--- config.mk ---
export PLATFORM = sky130hd
export DESIGN_NAME = down_timer_flat
export DESIGN_NICKNAME = d
export VERILOG_FILES = /design/src/rtl/down_timer_if.sv /design/src/rtl/down_timer.sv /design/src/flat_wrapper.sv
export SDC_FILE = /design/constraint.sdc
export NUM_CORES = 1
export LEC_CHECK = 0
export CAP_MARGIN = 20
export CELL_PAD_IN_SITES_DETAIL_PLACEMENT = 0
export CELL_PAD_IN_SITES_GLOBAL_PLACEMENT = 1
export CORE_MARGIN = 2
export CORE_UTILIZATION = 43
export DETAILED_ROUTE_END_ITERATION = 8
export DONT_BUFFER_PORTS = 1
export PLACE_DENSITY_LB_ADDON = 0.15
export SLEW_MARGIN = 20
export SYNTH_ARGS = -nofsm -noshare
export SYNTH_HDL_FRONTEND = slang
export SYNTH_SLANG_ARGS = --single-unit
--- constraint.sdc ---
create_clock -name clk -period 4.3 [get_ports clk]
set_input_delay 1.075 -clock clk [delete_from_list [all_inputs] [get_ports clk]]
set_output_delay 1.075 -clock clk [all_outputs]
set_load 0.02 [all_outputs]
--- src/rtl/down_timer_if.sv ---
// Load handshake bundle for down_timer: the producer offers a value, and the timer accepts it when ready.
interface down_timer_if #(
    parameter int WIDTH = 8
);
    logic             valid;
    logic [WIDTH-1:0] data;
    logic             ready;

    modport master (output valid, output data, input ready);
    modport slave  (input valid, input data, output ready);
endinterface

--- src/rtl/down_timer.sv ---
// Loadable down-counting timer with a prescaler, a one-cycle done pulse and optional auto-reload.
module down_timer #(
    parameter int WIDTH   = 8,
    parameter int PRESC_W = 4
) (
    input  logic               clk,
    input  logic               rst,
    down_timer_if.slave        load,
    input  logic               start,
    input  logic               stop,
    input  logic               reload_en,
    input  logic [PRESC_W-1:0] presc,
    output logic [WIDTH-1:0]   data,
    output logic               busy,
    output logic               done
);
    typedef enum logic [1:0] {IDLE, LOADED, RUN} state_t;

    state_t             state;
    logic [WIDTH-1:0]   reload_val;
    logic [PRESC_W-1:0] presc_cnt;
    logic [PRESC_W-1:0] presc_lat;
    logic               load_fire;

    assign load.ready = (state != RUN);
    assign busy       = (state == RUN);
    assign load_fire  = load.valid && load.ready;

    // NOTE: every register here is assigned with <= so all state updates see pre-edge values.
    always_ff @(posedge clk) begin
        if (rst) begin
            state      <= IDLE;
            data       <= '0;
            reload_val <= '0;
            presc_cnt  <= '0;
            presc_lat  <= '0;
            done       <= 1'b0;
        end else begin
            done <= 1'b0;
            case (state)
                IDLE, LOADED: begin
                    if (load_fire) begin
                        data       <= load.data;
                        reload_val <= load.data;
                        state      <= LOADED;
                    end else if (state == LOADED && start) begin
                        if (data == '0) begin
                            done  <= 1'b1;
                            state <= IDLE;
                        end else begin
                            state     <= RUN;
                            presc_cnt <= '0;
                            presc_lat <= presc;
                        end
                    end
                end
                RUN: begin
                    if (stop) begin
                        state <= LOADED;
                    end else if (presc_cnt == presc_lat) begin
                        presc_cnt <= '0;
                        // The count never drops below 1 while running, so 1 is the expiry point.
                        if (data > WIDTH'(1)) begin
                            data <= data - WIDTH'(1);
                        end else if (data == WIDTH'(1)) begin
                            done <= 1'b1;
                            if (reload_en) begin
                                data <= reload_val;
                            end else begin
                                data  <= '0;
                                state <= IDLE;
                            end
                        end
                    end else begin
                        presc_cnt <= presc_cnt + 1'b1;
                    end
                end
                default: state <= IDLE;
            endcase
        end
    end
endmodule

--- src/flat_wrapper.sv ---
// flat-port wrapper written by rule: the top's interface ports become plain ports
module down_timer_flat 
#(
    parameter int WIDTH   = 8,
    parameter int PRESC_W = 4
)
  (clk, rst, start, stop, reload_en, presc, data, busy, done, load_valid, load_data, load_ready);
  down_timer_if #(.WIDTH(WIDTH)) load_i ();
  input  logic clk;
  input  logic rst;
  input  logic start;
  input  logic stop;
  input  logic reload_en;
  input  logic [PRESC_W-1:0] presc;
  output logic [WIDTH-1:0] data;
  output logic busy;
  output logic done;
  input wire logic [$bits(load_i.valid)-1:0] load_valid;
  input wire logic [$bits(load_i.data)-1:0] load_data;
  output wire logic [$bits(load_i.ready)-1:0] load_ready;
  assign load_i.valid = load_valid;
  assign load_i.data = load_data;
  assign load_ready = load_i.ready;
  down_timer #(.WIDTH(WIDTH), .PRESC_W(PRESC_W)) u_core (.clk(clk), .rst(rst), .load(load_i), .start(start), .stop(stop), .reload_en(reload_en), .presc(presc), .data(data), .busy(busy), .done(done));
endmodule
### Word level (Yosys, flattened, before mapping)

Cells that the tools add are included.

* $add $sub $neg: 2
* multiply operators: 0
* divide/modulo/power cells: 0
* order comparisons: 1
* equality and inequality tests: 17
* shift-type cells: 0
* mux-type cells: 30
* bitwise gates (word level): 2
* reduce and logical (&&, ||, !) cells: 11

Operators by type and width (number)
* two-way mux 8 bit: 6
* two-way mux 4 bit: 5
* two-way mux 2 bit: 8
* one-hot mux 8 bit (2 select lines): 1
* AND reduction 5 bit: 3
* == test 8 x 1 -> 1 bit, second input constant: 1
* > comparator 8 x 1 -> 1 bit, second input constant: 1
* logical NOT 8 bit: 1
* != test 2 bit, second input constant: 4
* one-hot mux 4 bit (2 select lines): 1
* subtractor 8 x 1 -> 8 bit, second input constant: 1
* two-way mux 1 bit: 7
* != test 2 x 1 -> 1 bit, second input constant: 3
* != test 3 x 1 -> 1 bit, second input constant: 2
* != test 3 x 2 -> 1 bit, second input constant: 2
* != test 3 bit, second input constant: 2
* adder 4 x 1 -> 4 bit, second input constant: 1
* == test 4 bit: 1
* one-hot mux 2 bit (2 select lines): 1
* AND reduction 4 bit: 1
* == test 2 x 1 -> 1 bit, second input constant: 1
* == test 2 bit, second input constant: 1
* logical AND 1 bit: 2
* logical NOT 2 bit: 1
* other kinds (5): 6

* bits in registers: 27
* bits in latches: 0
* bits in writable memories: 0
* bits in read-only memories: 0
* input port bits: 18
* output and inout port bits: 11
* word-level logic and storage cells: 69
* memories: 0

### Longest topological paths before layout

* word-level depth: 6
* depth in mapped cells: 8
* mapped depth without buffers: 7

### Worst setup path after synthesis

OpenSTA, ideal clock, no wires.

* path kind: input-to-reg
* start: in load_valid
* end: reg u_core.presc_cnt[1]
* setup time: 0.071 ns
* arrival: 2.176 ns
* data required time: 4.229 ns
* slack: 2.054 ns
* stages on the path: 5
* path buffers: 0
* cells stage by stage: nand4bb_1 > a31oi_1 > nor2_1 > nand3b_1 > a21oi_1

* longest elaborated chain between the ends: 3

RTL lines
* start: declaration: line flat_wrapper.sv:18 `input wire logic [$bits(load_i.valid)-1:0] load_valid;`
* logical AND 1 bit: line down_timer.sv:27 `assign load_fire = load.valid && load.ready;`
* != test 2 bit (no line)
* AND reduction 5 bit (no line)
* end signal: assignment: line down_timer.sv:75 `presc_cnt <= presc_cnt + 1'b1;`
* end: declaration: line down_timer.sv:21 `logic [PRESC_W-1:0] presc_cnt;`

No other way between the ends.
A chain may end at the register's enable or synchronous reset.

### Final worst setup path

* start: reg u_core.state[0]
* end: out busy

* longest elaborated chain between the ends: 1

RTL lines
* start: declaration: line down_timer.sv:19 `state_t state;`
* start signal: assignment: line down_timer.sv:32 `state <= IDLE;`
* start signal: assignment: line down_timer.sv:45 `state <= LOADED;`
* start signal: assignment: line down_timer.sv:49 `state <= IDLE;`
* == test 2 bit: line down_timer.sv:26 `assign busy = (state == RUN);`
* end: declaration: line flat_wrapper.sv:16 `output logic busy;`

No other way between the ends.

==> impl_metrics.ini <==
[status]
status = finished clean

[clock_tree]
cts.clk_slew.worst_paths_ns = 0.15
htreeDepth = 1
numCtsBuffers = 3
cts_tree = built
ctsHoldBuffers = 0
numClockSinks = 27
clock_path_buffers = 2
insertion_delay_ns = 0.33
post_cts_resized = 0
postCtsSetupRepairBufs = 0
cts_root_buf = clkbuf_4

[hold_path]
whs_endpoint = u_core.reload_val[5]$_SDFFE_PP0P_
hp-class = reg -> reg
holdCritStartpoint = u_core.reload_val[5]$_SDFFE_PP0P_
whs_path_depth = 2

[routing]
vias = 1283
wl_um = 3609
drc_errors = 0
drtAntennaViolNets = 0
vias_per_cell = 5.858
wire_per_inst_um = 16.48
drtIter0Drc = 102
drtPass1Iterations = 5

[place]
routabilityCongestion = 0.8327
dp.cells = 215
place_area_mm2 = 0.001465
hpwl_um = 2545
portBuffers = 0

[layout]
area_growth_pct = 2.491
stdcell_count = 219
final_nets = 196
fin_area_mm2 = 0.001493
layout-drive-gt1-share_pct = 5.780
n_fill_cell = 336
n_antenna_cell = 0

[critical_path]
crit_slowest_cell = clkinv_1
crit_cells = 3
reg2reg_setup_slack_ns = 1.83
max_stage_delay_ns = 0.45
r2r-start = u_core.data[0]$_SDFFE_PP0P_
critPathRequiredTime_ns = 3.22
worstPathArrival_ns = 1.55
critPathKind = reg -> out
worstReg2RegEnd = u_core.data[2]$_SDFFE_PP0P_
crit_family = buffers and inverters
end_kind = output pin
cp-start-kind = register
reg2reg_depth = 7
worst-path-buf-inv = 2
crit_fanout = 18
path_cells = nand2b_1, buf_4, clkinv_1

[sta]
rsz0062_at_grt = false
finalHoldViolCount = 0
max_freq_mhz = 380.6
setup-tns-final_ns = 0
slew_violations = 0
worst_pin_slew_ns = 0.7495
finClkSkew_ns = 0.004533
setup_violations = 0
max-slew-margin-rel_pct = 49.93
timing.final.crit_share_pct = 61.10
period_minus_slack_ns = 2.627

[global_routing]
grt_pass1_wl_um = 5830
track_usage_pct = 18.73
antenna_found_initial = 0
grt_max_degree = 26
grt_pass1_vias = 1191
overflow = 0

[floorplan]
start_util_pct = 44.34
die_w_um = 62.20
num_io_pins = 29
core-area_mm2 = 0.003284
die_area_mm2 = 0.003868
die_y_um = 62.20
rows = 21

[yosys]
synth_edf_count = 0
yosys_warnings = 0
syn_inst = 178
synth_seq_cells = 27
syn_nets = 200
yosys.area.top_type_share_pct = 37.11
synthTopCellsByArea = dfxtp_1 (37%), nor2_1 (5.9%), nand2_1 (5.7%)
seq_area_frac_synth_pct = 37.11
synth.largest_area_cell = dfxtp_1
synth.most_common_cell = dfxtp_1
synth.top_cells.by_count = dfxtp_1 (27), nor2_1 (23), nand2_1 (22), a21oi_1 (16), o21ai_0 (7)
syn_area_mm2 = 0.001456
synthFlopType = dfxtp_1
synth_cell_types = 38
async_reset_ff_share_pct = 0
syn_avg_cell_area_um2 = 8.182

[run]
drv_cap = 0

[pwr]
total_power_w = 0.0004801
peakVddDrop_v = 0.0001576
power.density_mw_per_mm2 = 321.7
p_leak_nw = 0.5581
p_int_w = 0.0003316
power_frac_seq_pct = 59.2
clockPowerShare_pct = 23.4
combPwrFrac_pct = 17.4
swShare_pct = 30.94
p_switching_w = 0.0001486
power by group through the flow:
stage	sequential (W)	clock, W	combinational (W)
2_1_floorplan	0.000285	0	0.0000756
3_3_place_gp	0.000289	0	0.0000825
3_5_place_dp	0.000290	0	0.0000829
4_1_cts	0.000284	0.000115	0.0000833
5_1_grt	0.000287	0.000127	0.0000931
6_report	0.000284	0.000112	0.0000834
worst min-delay path, cell delays in order (launching register included):
cell     delay [ns]
dfxtp_1        0.34
nand2_1        0.05
a21oi_1        0.05
through the flow:
stage,setup slack (ns),util (%),hold slack (ns)
after floorplan,2.054,-,0.4365
after global placement,1.894,44.61,0.4373
after detailed placement,1.827,44.61,0.4419
after CTS,1.677,45.45,0.4611
after global routing,1.589,45.45,0.4878
final,1.673,45.45,0.4614
kinds of logic (layout without fill, tap and decap cells):
| family | count (synthesis) | count (layout) | share of synthesized area [%] |
|---|---|---|---|
| AND/OR/NAND/NOR | 71 | 71 | 23.62 |
| buffers and inverters | 17 | 12 | 5.669 |
| adder cells (fa/ha/maj) | 4 | 4 | 3.437 |
| XOR/XNOR | 9 | 9 | 5.412 |
| flip-flops | 27 | 27 | 37.11 |
| multiplexers | 6 | 6 | 4.124 |
| AO/OA/AOI/OAI | 44 | 44 | 20.62 |
cell usage in the layout (no fill, tap or decap), types with 3 or more instances in the layout:
cell and n:
clkbuf_4 3, nor3_1 5, a311oi_1 3, a32o_1 3
dfxtp_1 27, nor2_1 23, mux2i_1 6, a31oi_1 5
xnor2_1 5, o41ai_1 3, xor2_1 4, ha_1 4
inv_1 6, nand3_1 5, o21ai_0 7, a21oi_1 16
nand2_1 22
routing by layer:
metal  GRT usage [%]  part of all wire, %  up-vias
li1                -                    -      630
met1           25.11                   46      606
met2           29.08                   45       36
met3           4.710                  6.5       11
met4           7.222                  2.2        0
met5               0                    0        -
layout make-up:
| type | instances | area, µm² | share of cell area [%] |
|---|---|---|---|
| multi-input combinational | 134 | 833.3 | 55.83 |
| sequential | 27 | 540.5 | 36.21 |
| tap | 46 | 57.56 | 3.856 |
| inverter | 7 | 26.28 | 1.760 |
| clock buffer | 3 | 22.52 | 1.509 |
| timing repair buffer | 1 | 7.507 | 0.5029 |
| clock inverter | 1 | 5.005 | 0.3353 |
worst max path at each step:
stage | from | to
6_report | u_core.state[0]$_SDFFE_PP0P_ | busy
5_1_grt | u_core.state[0]$_SDFFE_PP0P_ | busy
4_1_cts | u_core.state[0]$_SDFFE_PP0P_ | busy
3_3_place_gp | load_valid | u_core.presc_cnt[1]$_SDFFE_PP0P_
3_5_place_dp | load_valid | u_core.presc_cnt[1]$_SDFFE_PP0P_
2_1_floorplan | load_valid | u_core.presc_cnt[1]$_SDFFE_PP0P_
sequential cells by signal (all words and copies together), names as in the netlist:
signal / count
u_core.data: 8
u_core.done: 1
u_core.presc_cnt: 4
u_core.presc_lat: 4
u_core.reload_val: 8
u_core.state: 2
Power figures use the tool's default switching activity.
